<file path="src/rtl/uart_bdgen_frac.sv">
// Purpose: UART baud generator; fractional TX bit pulse plus RX oversample/mid/end-of-bit pulses, shadowed runtime divisors.
// Latency: all pulses are registered, first pls_tx after len enabled edges; cfg commits on period boundaries or while disabled.
// Backpressure: none; tx_en/rx_en stall and clear their timebase. Optional fractional path under `define UART_BDGEN_FRAC_EN.
module uart_bdgen_frac #(
  parameter int DIV_W      = 16,
  parameter int FRAC_W     = 4,
  parameter int OVS_W      = 5,
  parameter int TX_DIV_RST = 868,
  parameter int RX_DIV_RST = 54,
  parameter int OVS_RST    = 16
) (
  input  logic              clk,
  input  logic              rst,
  input  logic              tx_en,
  input  logic              rx_en,
  input  logic              rx_sync,
  input  logic              cfg_ld,
  input  logic [DIV_W-1:0]  cfg_tx_div,
  input  logic [FRAC_W-1:0] cfg_tx_frac,
  input  logic [DIV_W-1:0]  cfg_rx_div,
  input  logic [OVS_W-1:0]  cfg_rx_ovs,
  output logic              cfg_pend,
  output logic              pls_tx,
  output logic              pls_rx_ovs,
  output logic              pls_rx_mid,
  output logic              pls_rx_bit
);

  // live configuration
  logic [DIV_W-1:0] tx_div_q, tx_div_d;
  logic [DIV_W-1:0] rx_div_q, rx_div_d;
  logic [OVS_W-1:0] rx_ovs_q, rx_ovs_d;
  // shadow configuration
  logic [DIV_W-1:0] sh_tx_div_q, sh_tx_div_d;
  logic [DIV_W-1:0] sh_rx_div_q, sh_rx_div_d;
  logic [OVS_W-1:0] sh_rx_ovs_q, sh_rx_ovs_d;
  logic             tx_pend_q, tx_pend_d;
  logic             rx_pend_q, rx_pend_d;
  // timebase state
  logic [DIV_W-1:0] tx_cnt_q, tx_cnt_d;
  logic [DIV_W-1:0] rx_cnt_q, rx_cnt_d;
  logic [OVS_W-1:0] ovs_cnt_q, ovs_cnt_d;
  logic             pls_tx_q, pls_tx_d;
  logic             pls_rx_ovs_q, pls_rx_ovs_d;
  logic             pls_rx_mid_q, pls_rx_mid_d;
  logic             pls_rx_bit_q, pls_rx_bit_d;

`ifdef UART_BDGEN_FRAC_EN
  logic [FRAC_W-1:0] tx_frac_q, tx_frac_d;
  logic [FRAC_W-1:0] sh_tx_frac_q, sh_tx_frac_d;
  logic [FRAC_W-1:0] acc_q, acc_d;
  logic              ext_q, ext_d;
  logic [FRAC_W:0]   acc_sum;
`else
  // fraction input has no effect in the integer-only build
  logic unused_frac;
  assign unused_frac = ^cfg_tx_frac;
`endif

  // clamped shadow values presented at commit
  logic [DIV_W-1:0] sh_tx_div_cl, sh_rx_div_cl;
  logic [OVS_W-1:0] sh_rx_ovs_cl;
  logic [DIV_W:0]   tx_len;
  logic             tx_bnd, tx_commit;
  logic             rx_tick, rx_mid, rx_last, rx_commit;

  // decode boundaries, clamps and commit conditions
  always_comb begin
    sh_tx_div_cl = (sh_tx_div_q < DIV_W'(2)) ? DIV_W'(2) : sh_tx_div_q;
    sh_rx_div_cl = (sh_rx_div_q == '0)       ? DIV_W'(1) : sh_rx_div_q;
    sh_rx_ovs_cl = (sh_rx_ovs_q < OVS_W'(2)) ? OVS_W'(2) : sh_rx_ovs_q;
`ifdef UART_BDGEN_FRAC_EN
    tx_len  = {1'b0, tx_div_q} + {{DIV_W{1'b0}}, ext_q};
    acc_sum = {1'b0, acc_q} + {1'b0, tx_frac_q};
`else
    tx_len  = {1'b0, tx_div_q};
`endif
    tx_bnd    = ({1'b0, tx_cnt_q} == (tx_len - (DIV_W+1)'(1)));
    tx_commit = ~tx_en | (tx_bnd & tx_pend_q);
    rx_tick   = (rx_cnt_q == (rx_div_q - DIV_W'(1)));
    rx_mid    = (ovs_cnt_q == (rx_ovs_q >> 1));
    rx_last   = (ovs_cnt_q == (rx_ovs_q - OVS_W'(1)));
    rx_commit = ~rx_en | (rx_sync & rx_pend_q);
  end

  // shadow capture and pending flags; a coincident cfg_ld keeps pend set
  always_comb begin
    sh_tx_div_d = sh_tx_div_q;
    sh_rx_div_d = sh_rx_div_q;
    sh_rx_ovs_d = sh_rx_ovs_q;
`ifdef UART_BDGEN_FRAC_EN
    sh_tx_frac_d = sh_tx_frac_q;
`endif
    tx_pend_d = tx_pend_q;
    rx_pend_d = rx_pend_q;
    if (tx_commit) tx_pend_d = 1'b0;
    if (rx_commit) rx_pend_d = 1'b0;
    if (cfg_ld) begin
      sh_tx_div_d = cfg_tx_div;
      sh_rx_div_d = cfg_rx_div;
      sh_rx_ovs_d = cfg_rx_ovs;
`ifdef UART_BDGEN_FRAC_EN
      sh_tx_frac_d = cfg_tx_frac;
`endif
      tx_pend_d = 1'b1;
      rx_pend_d = 1'b1;
    end
  end

  // TX bit timebase with dithered period and boundary commit
  always_comb begin
    tx_div_d = tx_div_q;
    tx_cnt_d = tx_cnt_q;
    pls_tx_d = 1'b0;
`ifdef UART_BDGEN_FRAC_EN
    tx_frac_d = tx_frac_q;
    acc_d     = acc_q;
    ext_d     = ext_q;
`endif
    if (!tx_en) begin
      tx_cnt_d = '0;
    end else if (tx_bnd) begin
      tx_cnt_d = '0;
      pls_tx_d = 1'b1;
`ifdef UART_BDGEN_FRAC_EN
      {ext_d, acc_d} = acc_sum;
`endif
    end else begin
      tx_cnt_d = tx_cnt_q + DIV_W'(1);
    end
    if (tx_commit) begin
      tx_div_d = sh_tx_div_cl;
`ifdef UART_BDGEN_FRAC_EN
      tx_frac_d = sh_tx_frac_q;
      acc_d     = '0;
      ext_d     = 1'b0;
`endif
    end
  end

  // RX oversample timebase; rx_sync restarts phase and beats a coincident wrap
  always_comb begin
    rx_div_d     = rx_div_q;
    rx_ovs_d     = rx_ovs_q;
    rx_cnt_d     = rx_cnt_q;
    ovs_cnt_d    = ovs_cnt_q;
    pls_rx_ovs_d = 1'b0;
    pls_rx_mid_d = 1'b0;
    pls_rx_bit_d = 1'b0;
    if (!rx_en || rx_sync) begin
      rx_cnt_d  = '0;
      ovs_cnt_d = '0;
    end else if (rx_tick) begin
      rx_cnt_d     = '0;
      pls_rx_ovs_d = 1'b1;
      pls_rx_mid_d = rx_mid;
      pls_rx_bit_d = rx_last;
      ovs_cnt_d    = rx_last ? '0 : ovs_cnt_q + OVS_W'(1);
    end else begin
      rx_cnt_d = rx_cnt_q + DIV_W'(1);
    end
    if (rx_commit) begin
      rx_div_d = sh_rx_div_cl;
      rx_ovs_d = sh_rx_ovs_cl;
    end
  end

  // state registers
  always_ff @(posedge clk) begin
    if (rst) begin
      tx_div_q     <= DIV_W'(TX_DIV_RST);
      rx_div_q     <= DIV_W'(RX_DIV_RST);
      rx_ovs_q     <= OVS_W'(OVS_RST);
      sh_tx_div_q  <= DIV_W'(TX_DIV_RST);
      sh_rx_div_q  <= DIV_W'(RX_DIV_RST);
      sh_rx_ovs_q  <= OVS_W'(OVS_RST);
      tx_pend_q    <= 1'b0;
      rx_pend_q    <= 1'b0;
      tx_cnt_q     <= '0;
      rx_cnt_q     <= '0;
      ovs_cnt_q    <= '0;
      pls_tx_q     <= 1'b0;
      pls_rx_ovs_q <= 1'b0;
      pls_rx_mid_q <= 1'b0;
      pls_rx_bit_q <= 1'b0;
`ifdef UART_BDGEN_FRAC_EN
      tx_frac_q    <= '0;
      sh_tx_frac_q <= '0;
      acc_q        <= '0;
      ext_q        <= 1'b0;
`endif
    end else begin
      tx_div_q     <= tx_div_d;
      rx_div_q     <= rx_div_d;
      rx_ovs_q     <= rx_ovs_d;
      sh_tx_div_q  <= sh_tx_div_d;
      sh_rx_div_q  <= sh_rx_div_d;
      sh_rx_ovs_q  <= sh_rx_ovs_d;
      tx_pend_q    <= tx_pend_d;
      rx_pend_q    <= rx_pend_d;
      tx_cnt_q     <= tx_cnt_d;
      rx_cnt_q     <= rx_cnt_d;
      ovs_cnt_q    <= ovs_cnt_d;
      pls_tx_q     <= pls_tx_d;
      pls_rx_ovs_q <= pls_rx_ovs_d;
      pls_rx_mid_q <= pls_rx_mid_d;
      pls_rx_bit_q <= pls_rx_bit_d;
`ifdef UART_BDGEN_FRAC_EN
      tx_frac_q    <= tx_frac_d;
      sh_tx_frac_q <= sh_tx_frac_d;
      acc_q        <= acc_d;
      ext_q        <= ext_d;
`endif
    end
  end

  assign cfg_pend   = tx_pend_q | rx_pend_q;
  assign pls_tx     = pls_tx_q;
  assign pls_rx_ovs = pls_rx_ovs_q;
  assign pls_rx_mid = pls_rx_mid_q;
  assign pls_rx_bit = pls_rx_bit_q;

endmodule

</file>
<file path="config.mk">
export PLATFORM = sky130hd
export DESIGN_NAME = uart_bdgen_frac
export DESIGN_NICKNAME = d
export VERILOG_FILES = /design/src/rtl/uart_bdgen_frac.sv
export SDC_FILE = /design/constraint.sdc
export NUM_CORES = 1
export LEC_CHECK = 0
export ABC_AREA = 1
export CORE_MARGIN = 2
export CORE_UTILIZATION = 50
export CTS_CLUSTER_DIAMETER = 100
export DETAILED_ROUTE_END_ITERATION = 6
export PLACE_DENSITY = 0.71
export SYNTH_ARGS = -nofsm -noshare
export SYNTH_HDL_FRONTEND = slang
export SYNTH_SLANG_ARGS = --single-unit
</file>
<file path="constraint.sdc">
create_clock -name clk -period 2.5 [get_ports clk]
set_clock_uncertainty 0.15 [all_clocks]
set_input_delay 0.5 -clock clk [delete_from_list [all_inputs] [get_ports clk]]
set_output_delay 0.5 -clock clk [all_outputs]
set_load 0.01 [all_outputs]
</file>
Word-level counts from Yosys, hierarchy flattened --
Index checks and enable logic that the tools add are counted.
Cells by class: $add $sub $neg 6, $lt $le $gt $ge 2, equal/unequal tests 4, multiplexer cells 10, bitwise logic cells 8, reduce and logical (&&, ||, !) cells 10
Operators by type and width (count):
- adder 16 x 1 -> 16 bit, second input constant | 2
- 2-to-1 mux 16 bit | 2
- == test 16 x 17 -> 1 bit | 1
- subtractor 16 x 1 -> 17 bit, second input constant | 1
- == test 16 bit | 1
- zero test 16 bit | 1
- less-than comparator 16 x 2 -> 1 bit, second input constant | 1
- subtractor 16 x 1 -> 16 bit, second input constant | 1
- 2-to-1 mux 5 bit | 2
- OR reduction 3 bit | 3
- 2-to-1 mux 1 bit | 6
- adder 5 x 1 -> 5 bit, second input constant | 1
- == test 5 x 4 -> 1 bit | 1
- == test 5 bit | 1
- less-than comparator 5 x 2 -> 1 bit, second input constant | 1
- subtractor 5 x 1 -> 5 bit, second input constant | 1
- nonzero test 2 bit | 2
- OR reduction 2 bit | 2
- inverter 1 bit | 3
- bitwise OR 1 bit | 3
- AND 1 bit | 2
- zero test 1 bit | 1
- logical OR 1 bit | 1
Word-level totals: register bits 117, input port bits 47, output and inout port bits 5, logic and storage cells 55

Depth between registers and ports, before layout --
Gate-level depths: netlist of run 1.
depth after elaboration 6, gate-level depth with buffers 18, gate-level depth less buffers 17

Worst setup path before layout of run 1 --
Ideal clock, no wire load.
path type flip-flop to flip-flop, from register tx_div_q[0], to register tx_div_q[14], library setup time 0.115 ns, arrival time 1.856 ns, required time 2.235 ns, setup slack 0.379 ns, stages on the path, launching flop included 15, buffers on the path 1, period minus slack after synthesis 2.121 ns, path through dfxtp_1 > inv_1 > ha_1 > nand2_2 > nor2_4 > nand2_1 > nand2_1 > nand2_1 > nor2_1 > nand2_1 > nor2_2 > nand3_4 > buf_4 > a21oi_1 > nor2_1
Between the ends: cells in the longest elaborated chain, start to end 4
RTL lines:
- from (decl) | line 30 | logic [DIV_W-1:0] tx_div_q, tx_div_d;
- from (signal assigned) | line 171 | tx_div_q <= DIV_W'(TX_DIV_RST);
- from (signal assigned) | line 193 | tx_div_q <= tx_div_d;
- subtractor 16 x 1 -> 17 bit | line 78 | tx_bnd = ({1'b0, tx_cnt_q} == (tx_len - (DIV_W+1)'(1)));
- == test 16 x 17 -> 1 bit | line 78
- AND 1 bit | line 79 | tx_commit = ~tx_en | (tx_bnd & tx_pend_q);
- bitwise OR 1 bit | line 79
No other way between the ends. A chain may end at the register's enable or synchronous reset.

Final worst setup path of run 1 --
from register rx_div_q[1], to register rx_cnt_q[6]
Between the ends: cells in the longest elaborated chain, start to end 3
RTL lines:
- from (decl) | line 31 | logic [DIV_W-1:0] rx_div_q, rx_div_d;
- from (signal assigned) | line 172 | rx_div_q <= DIV_W'(RX_DIV_RST);
- from (signal assigned) | line 194 | rx_div_q <= rx_div_d;
- subtractor 16 x 1 -> 16 bit | line 80 | rx_tick = (rx_cnt_q == (rx_div_q - DIV_W'(1)));
- == test 16 bit | line 80
- OR reduction 3 bit (no line)
- to (signal assigned) | line 202 | rx_cnt_q <= rx_cnt_d;
- to (decl) | line 41 | logic [DIV_W-1:0] rx_cnt_q, rx_cnt_d;
No other way between the ends.

==> impl_metrics.py, run 1 <==
metrics = {
    "outcome": {
        "status": "completed",
    },
    "setup_path": {
        "path_max_fanout": 8,
        "r2r_slack_ns": 0.17,
        "crit_path_start_kind": "flip-flop",
        "crit_path_max_incr_delay_ns": 0.29,
        "crit_required_ns": 2.65,
        "reg2reg_to": "rx_cnt_q[6]$_SDFF_PP0_",
        "cp.buffers_inverters": 2,
        "r2r_start": "rx_div_q[1]$_SDFFE_PP1P_",
        "path_cells": "inv_1 -> ha_2 -> nand2_1 -> nor2_2 -> nand2_1 -> inv_1 -> nand2_1 -> nand2_1 -> nand2_1 -> nand2_1 -> nand2_1 -> nor2_4 -> nand3_4 -> nand3_4 -> nor2_1",
        "cp_top_family": "simple AND/OR/NAND/NOR gates",
        "worstSetupEndpointType": "flip-flop",
        "worstPathArrival_ns": 2.48,
        "cp_common_cell": "nand2_1",
        "critPathKind": "flip-flop to flip-flop",
        "r2r_cells": 15,
        "slowest_stage": "dfxtp_1",
    },
    "clock_tree": {
        "cts_tree": "built",
        "holdBufCountCts": 0,
        "cts.path.max_buffers": 2,
        "cts_root_buf": "clkbuf_16",
        "htreeDepth": 4,
        "cts_buffers": 17,
        "clk-insertion-delay-late_ns": 0.42,
        "cts_sinks": 117,
        "clk_pin_slew_ns": 0.05,
    },
    "hold_path": {
        "worstHoldPathType": "flip-flop to flip-flop",
        "whs_path_depth": 2,
        "min-delay-start": "sh_tx_div_q[4]$_SDFFE_PP0P_",
        "min_to": "sh_tx_div_q[4]$_SDFFE_PP0P_",
    },
    "grt": {
        "grt_pass1_vias": 5283,
        "grt_max_degree": 66,
        "track_usage_pct": 23.1,
        "grt_pass1_wl_um": 23900,
        "grt.overflow.total": 0,
        "antenna_found_initial": 0,
    },
    "pwr": {
        "ir_drop_uv": 503,
        "powerDensity_nw_per_um2": 731,
        "power_w": 0.00537,
        "p_leak_nw": 3.10,
    },
    "yosys": {
        "synth_seq_area_share_pct": 39.2,
        "syn_avg_cell_area_um2": 7.14,
        "syn_nets": 890,
        "ys_ff_latch": 117,
        "synth_area_um2": 5980,
        "syn_inst": 837,
        "ys_warn_count": 0,
        "ys_types": 41,
    },
    "flow_run": {
        "maxCapViolCount": 0,
    },
    "route": {
        "drt_first_pass_iters": 5,
        "detail-route-antenna-nets": 0,
        "wl_per_cell_um": 13.4,
        "drt-total-wl_um": 14000,
        "drt_iter0_drc": 342,
        "vias": 5425,
        "vias_per_cell": 5.20,
        "drc": 0,
    },
    "sta": {
        "period_share_pct": 93.0,
        "max_slew_margin_pct": 67.0,
        "max_freq_mhz": 430,
        "fin_crit_ns": 2.33,
        "hold_violations": 0,
        "hold_slack_ns": 0.321,
        "drv_slew": 0,
        "worst_pin_slew_ns": 0.495,
        "final-setup-viol-count": 0,
    },
    "placement": {
        "port-buffer-count": 47,
        "dp.cells": 1009,
        "hpwl_um": 9960,
        "globalplace.congestion": 0.927,
    },
    "floorplanning": {
        "die_h_um": 113,
        "die_w_um": 113,
        "dieArea_um2": 12800,
        "start_util_pct": 51.7,
        "core_um2": 11600,
        "num_rows": 39,
        "io-pin-count": 52,
    },
    "cells_and_area": {
        "layout-drive-gt1-share_pct": 8.32,
        "fin_cells": 1044,
        "area_growth_pct": 22.8,
        "mostFrequentLayoutCell": "nand2_1",
        "insertedDiodeCount": 0,
        "nets": 943,
        "final_cell_mix": "nand2_1 (161), nor2_1 (125), dfxtp_1 (117)",
    },
}
-- timing repair --
action,4_1_cts,5_1_grt
endpoints found under the setup margin,0,50
gates resized for setup,0,8
setup buffers,0,4
-- registers in the layout, summed over array words and instances, names as in the netlist --
register,count
rx_div_q,16
pls_rx_bit,1
ovs_cnt_q,5
tx_div_q,16
tx_pend_q,1
rx_pend_q,1
rx_cnt_q,16
sh_tx_div_q,16
rx_ovs_q,5
sh_rx_div_q,16
pls_tx,1
pls_rx_ovs,1
tx_cnt_q,16
pls_rx_mid,1
sh_rx_ovs_q,5
-- per-stage QoR --
step | cell area [um^2] | setup WS, ns | utilization (%) | setup TNS (ns)
finish | 7340 | 0.174 | 63.5 | 0
global route | 7340 | -0.0217 | 63.5 | -0.0679
CTS | 7260 | 0.0913 | 62.8 | 0
detailed placement | 6580 | 0.144 | 56.9 | 0
global placement | 6580 | 0.219 | 56.9 | 0
floorplan | 5980 | 0.379 | - | 0
-- where the power goes --
group / internal (W) / leakage (nW) / switching, W
Clock: 0.00196 / 0.331 / 0.000826
Combinational: 0.000237 / 1.80 / 0.000303
Sequential: 0.00196 / 0.962 / 0.0000850
Total: 0.00415 / 3.10 / 0.00121
-- how the worst max path moves through the flow --
stage                                  start                         to  slack (ns)  cells after the start
floorplan           tx_div_q[0]$_SDFFE_PP0P_  tx_div_q[14]$_SDFFE_PP0P_        0.38                     14
global placement    tx_div_q[1]$_SDFFE_PP0P_   tx_div_q[0]$_SDFFE_PP0P_        0.22                     14
detailed placement  rx_div_q[0]$_SDFFE_PP0P_     rx_cnt_q[3]$_SDFF_PP0_        0.14                     12
CTS                 rx_div_q[0]$_SDFFE_PP0P_     rx_cnt_q[6]$_SDFF_PP0_        0.09                     12
global route        rx_div_q[0]$_SDFFE_PP0P_     rx_cnt_q[6]$_SDFF_PP0_       -0.02                     15
finish              rx_div_q[1]$_SDFFE_PP1P_     rx_cnt_q[6]$_SDFF_PP0_        0.17                     15
-- metal layers --
metal	global-route usage, %	routed length (um)	vias to the layer above
li1	-	-	2817
met1	29.8	6630	2430
met2	37.7	6340	153
met3	5.30	755	25
met4	9.11	291	0
met5	0	0	-
-- synthesized netlist by cell type, drive strengths merged --
| cell type | instances | area, um^2 |
|---|---|---|
| xor2 | 45 | 394 |
| o22ai | 2 | 12.5 |
| nand3b | 7 | 52.6 |
| dfxtp | 117 | 2340 |
| buf | 6 | 45.0 |
| o21ai | 47 | 235 |
| nand4 | 20 | 125 |
| clkinv | 2 | 7.51 |
| o221ai | 1 | 8.76 |
| xnor2 | 21 | 184 |
| nor3b | 4 | 30.0 |
| ha | 6 | 75.1 |
| and3 | 1 | 6.26 |
| clkbuf | 21 | 78.8 |
| nor2 | 139 | 591 |
| or2 | 1 | 6.26 |
| a221oi | 1 | 8.76 |
| xnor3 | 1 | 22.5 |
| a31oi | 1 | 6.26 |
| nand3 | 69 | 393 |
| o211ai | 4 | 30.0 |
| nor3 | 13 | 65.1 |
| nand2 | 166 | 641 |
| or4 | 1 | 7.51 |
| and2 | 2 | 12.5 |
| nor4 | 7 | 43.8 |
| a21oi | 43 | 215 |
| inv | 88 | 330 |
| o2111ai | 1 | 8.76 |
-- kinds of logic (layout without fill, tap and decap cells) --
kind of cell / count (synthesis) / count (layout) / synth area share [%]
AO/OA/AOI/OAI: 100 / 100 / 8.79
XOR/XNOR: 67 / 67 / 10.0
adder cells (fa/ha/maj): 6 / 6 / 1.26
buffers and inverters: 117 / 180 / 7.72
flip-flops: 117 / 117 / 39.2
AND/OR/NAND/NOR: 430 / 431 / 33.0
-- worst reg2reg max path: cells and delay by family, from the launching register on --
kind,cells,cell delay [ns]
simple gates,12,1.32
flops,1,0.29
fa+ha+maj,1,0.22
buf+inv,2,0.21
-- final cells by class --
type,count,area [um^2]
multi-input cells,604,3230
flip-flops and latches,117,2340
fillers,1029,4220
repair buffers,60,581
clock inverters,9,198
well taps,143,179
inverters,90,338
clock buffers,21,480
Note: power is estimated with default switching activity, not from simulation.
==> run 2: changes to the inputs <==
Settings changed: CAP_MARGIN set to 20.
==> results of run 2 <==
The final DEF is identical to that of run 1; final timing and power are the same.
==> edit (flow settings as in run 2) <==
Set the parameter `OVS_W` to 10 (it was 5).
--- a/src/rtl/uart_bdgen_frac.sv
+++ b/src/rtl/uart_bdgen_frac.sv
@@ -6,3 +6,3 @@
   parameter int FRAC_W     = 4,
-  parameter int OVS_W      = 5,
+  parameter int OVS_W      = 10,
   parameter int TX_DIV_RST = 868,
Ports: changed (resized cfg_rx_ovs); port bits go from 52 to 57. No check against the original RTL was run, so the function may have changed too.
==> edit against run 2 <==
  * Sequential cell count up 15
  * Clock power shrank 11%
  * Maximum frequency is 2.5% higher
  * Wire length up 10%
  * Total power is 0.40% higher
  * Setup slack better by 58 ps
  * Final area is 11% higher
  * Sequential power up 13%
  * Area after synthesis grew 14%
  * Critical path depth stayed put
==> edit: results (changes against run 2) <==
Result of the run: complete, no violations (unchanged). The gate count of the mapped netlist came out at 977 (was 837). The weighted congestion at the end of routability-driven global placement came out at 0.9124 (was 0.9269). The met2 global-route usage came out at 0.3453 (was 0.3772). The number of cells after detailed placement is 1,190 (was 1,009).

Most used standard cells in the synthesized netlist: 189 x nand2_1, 144 x nor2_1, 132 x dfxtp_1 (was 161 x nand2_1, 125 x nor2_1, 117 x dfxtp_1). The via count is 6,162 (was 5,425). The all-layer global routing usage is 0.2282 (was 0.2314). The post-synthesis share of cell area spent on xor and xnor gates came out at 0.09335 (was 0.1005).

The pin count of the biggest net entering global routing is 65 (was 66). The fraction of synthesis flops using an asynchronous set or reset pin is 0 (unchanged). The met3 routing resource usage after global routing came to 0.05094 (was 0.05303). The HPWL after detailed placement came out at 11,320 um (was 9960 um). The placement-stage worst setup slack is 130.0 ps (was 143.6 ps). The arithmetic-cell share of the synthesized area counting full adders, half adders and majority gates is 0.01103 (was 0.01256). The average detailed-routed wire length per instance came out at 12.66 um (was 13.42 um). The final net count was 1,091 (was 943). The total nets after synthesis was 1,035 (was 890).

The global-route wire length before repair was 26,710 um (was 23,940 um). The synthesized-area fraction occupied by ao, oa, aoi and oai cells is 0.1117 (was 0.08790). The count of input and output buffers came to 52 (was 47). Largest cells by area after synthesis: dfxtp_1 39%, nand2_1 10%, nor2_1 7.9% (was dfxtp_1 39%, nand2_1 10%, nor2_1 7.8%).

The via count of the first global-routing pass is 5,795 (was 5,283). The peak supply drop came to 528.1 uV (was 503.1 uV). The total of fill cells in the finished design came out at 1,249 (was 1,029). The met1 layer usage reported by global route was 0.3186 (was 0.2983). The slew of the pin with the lowest slew margin is 551.2 ps (was 495.3 ps).
-- edit: cell types whose count changed after synthesis, sizes merged, moves of 12 or more --
cell and change:
a21oi +12, dfxtp +15, inv +19, nand2 +28
nand3 +14, nor2 +17, o21ai +22
-- edit: cell type report --
| class | instances | area, um^2 | share of cell area |
|---|---|---|---|
| multi-input combinational | 703 | 3622 | 0.4440 |
| sequential | 132 | 2643 | 0.3239 |
| timing repair buffer | 70 | 668.1 | 0.08190 |
| clock buffer | 23 | 498.0 | 0.06104 |
| inverter | 109 | 409.1 | 0.05015 |
| tap | 176 | 220.2 | 0.02699 |
| clock inverter | 7 | 97.59 | 0.01196 |
-- edit: cell families (layout without fill, tap and decap cells) --
logic type / after synthesis / after routing
AND/OR/NAND/NOR: 483 / 483
AO/OA/AOI/OAI: 143 / 143
buffers and inverters: 142 / 209
flip-flops: 132 / 132
XOR/XNOR: 71 / 71
adder cells (fa/ha/maj): 6 / 6
-- edit: routing by layer --
metal,routed length (um),share of wire
met1,7702,0.50
met2,6762,0.44
met3,725,0.047
met4,254,0.016
met5,0,0
-- edit: final timing paths --
kind | from | end | slack, ps | cells after the start
max | rx_div_q[0] | pls_rx_mid | 230 | 15
min | sh_tx_div_q[13] | sh_tx_div_q[13] | 320 | 2
min reg2reg | sh_tx_div_q[13] | sh_tx_div_q[13] | 320 | 2
max reg2reg | rx_div_q[0] | pls_rx_mid | 230 | 15
-- edit: report_power, final --
part           switching [uW]  internal [uW]
logic                     340            265
clock network             891           1590
registers                94.9           2210
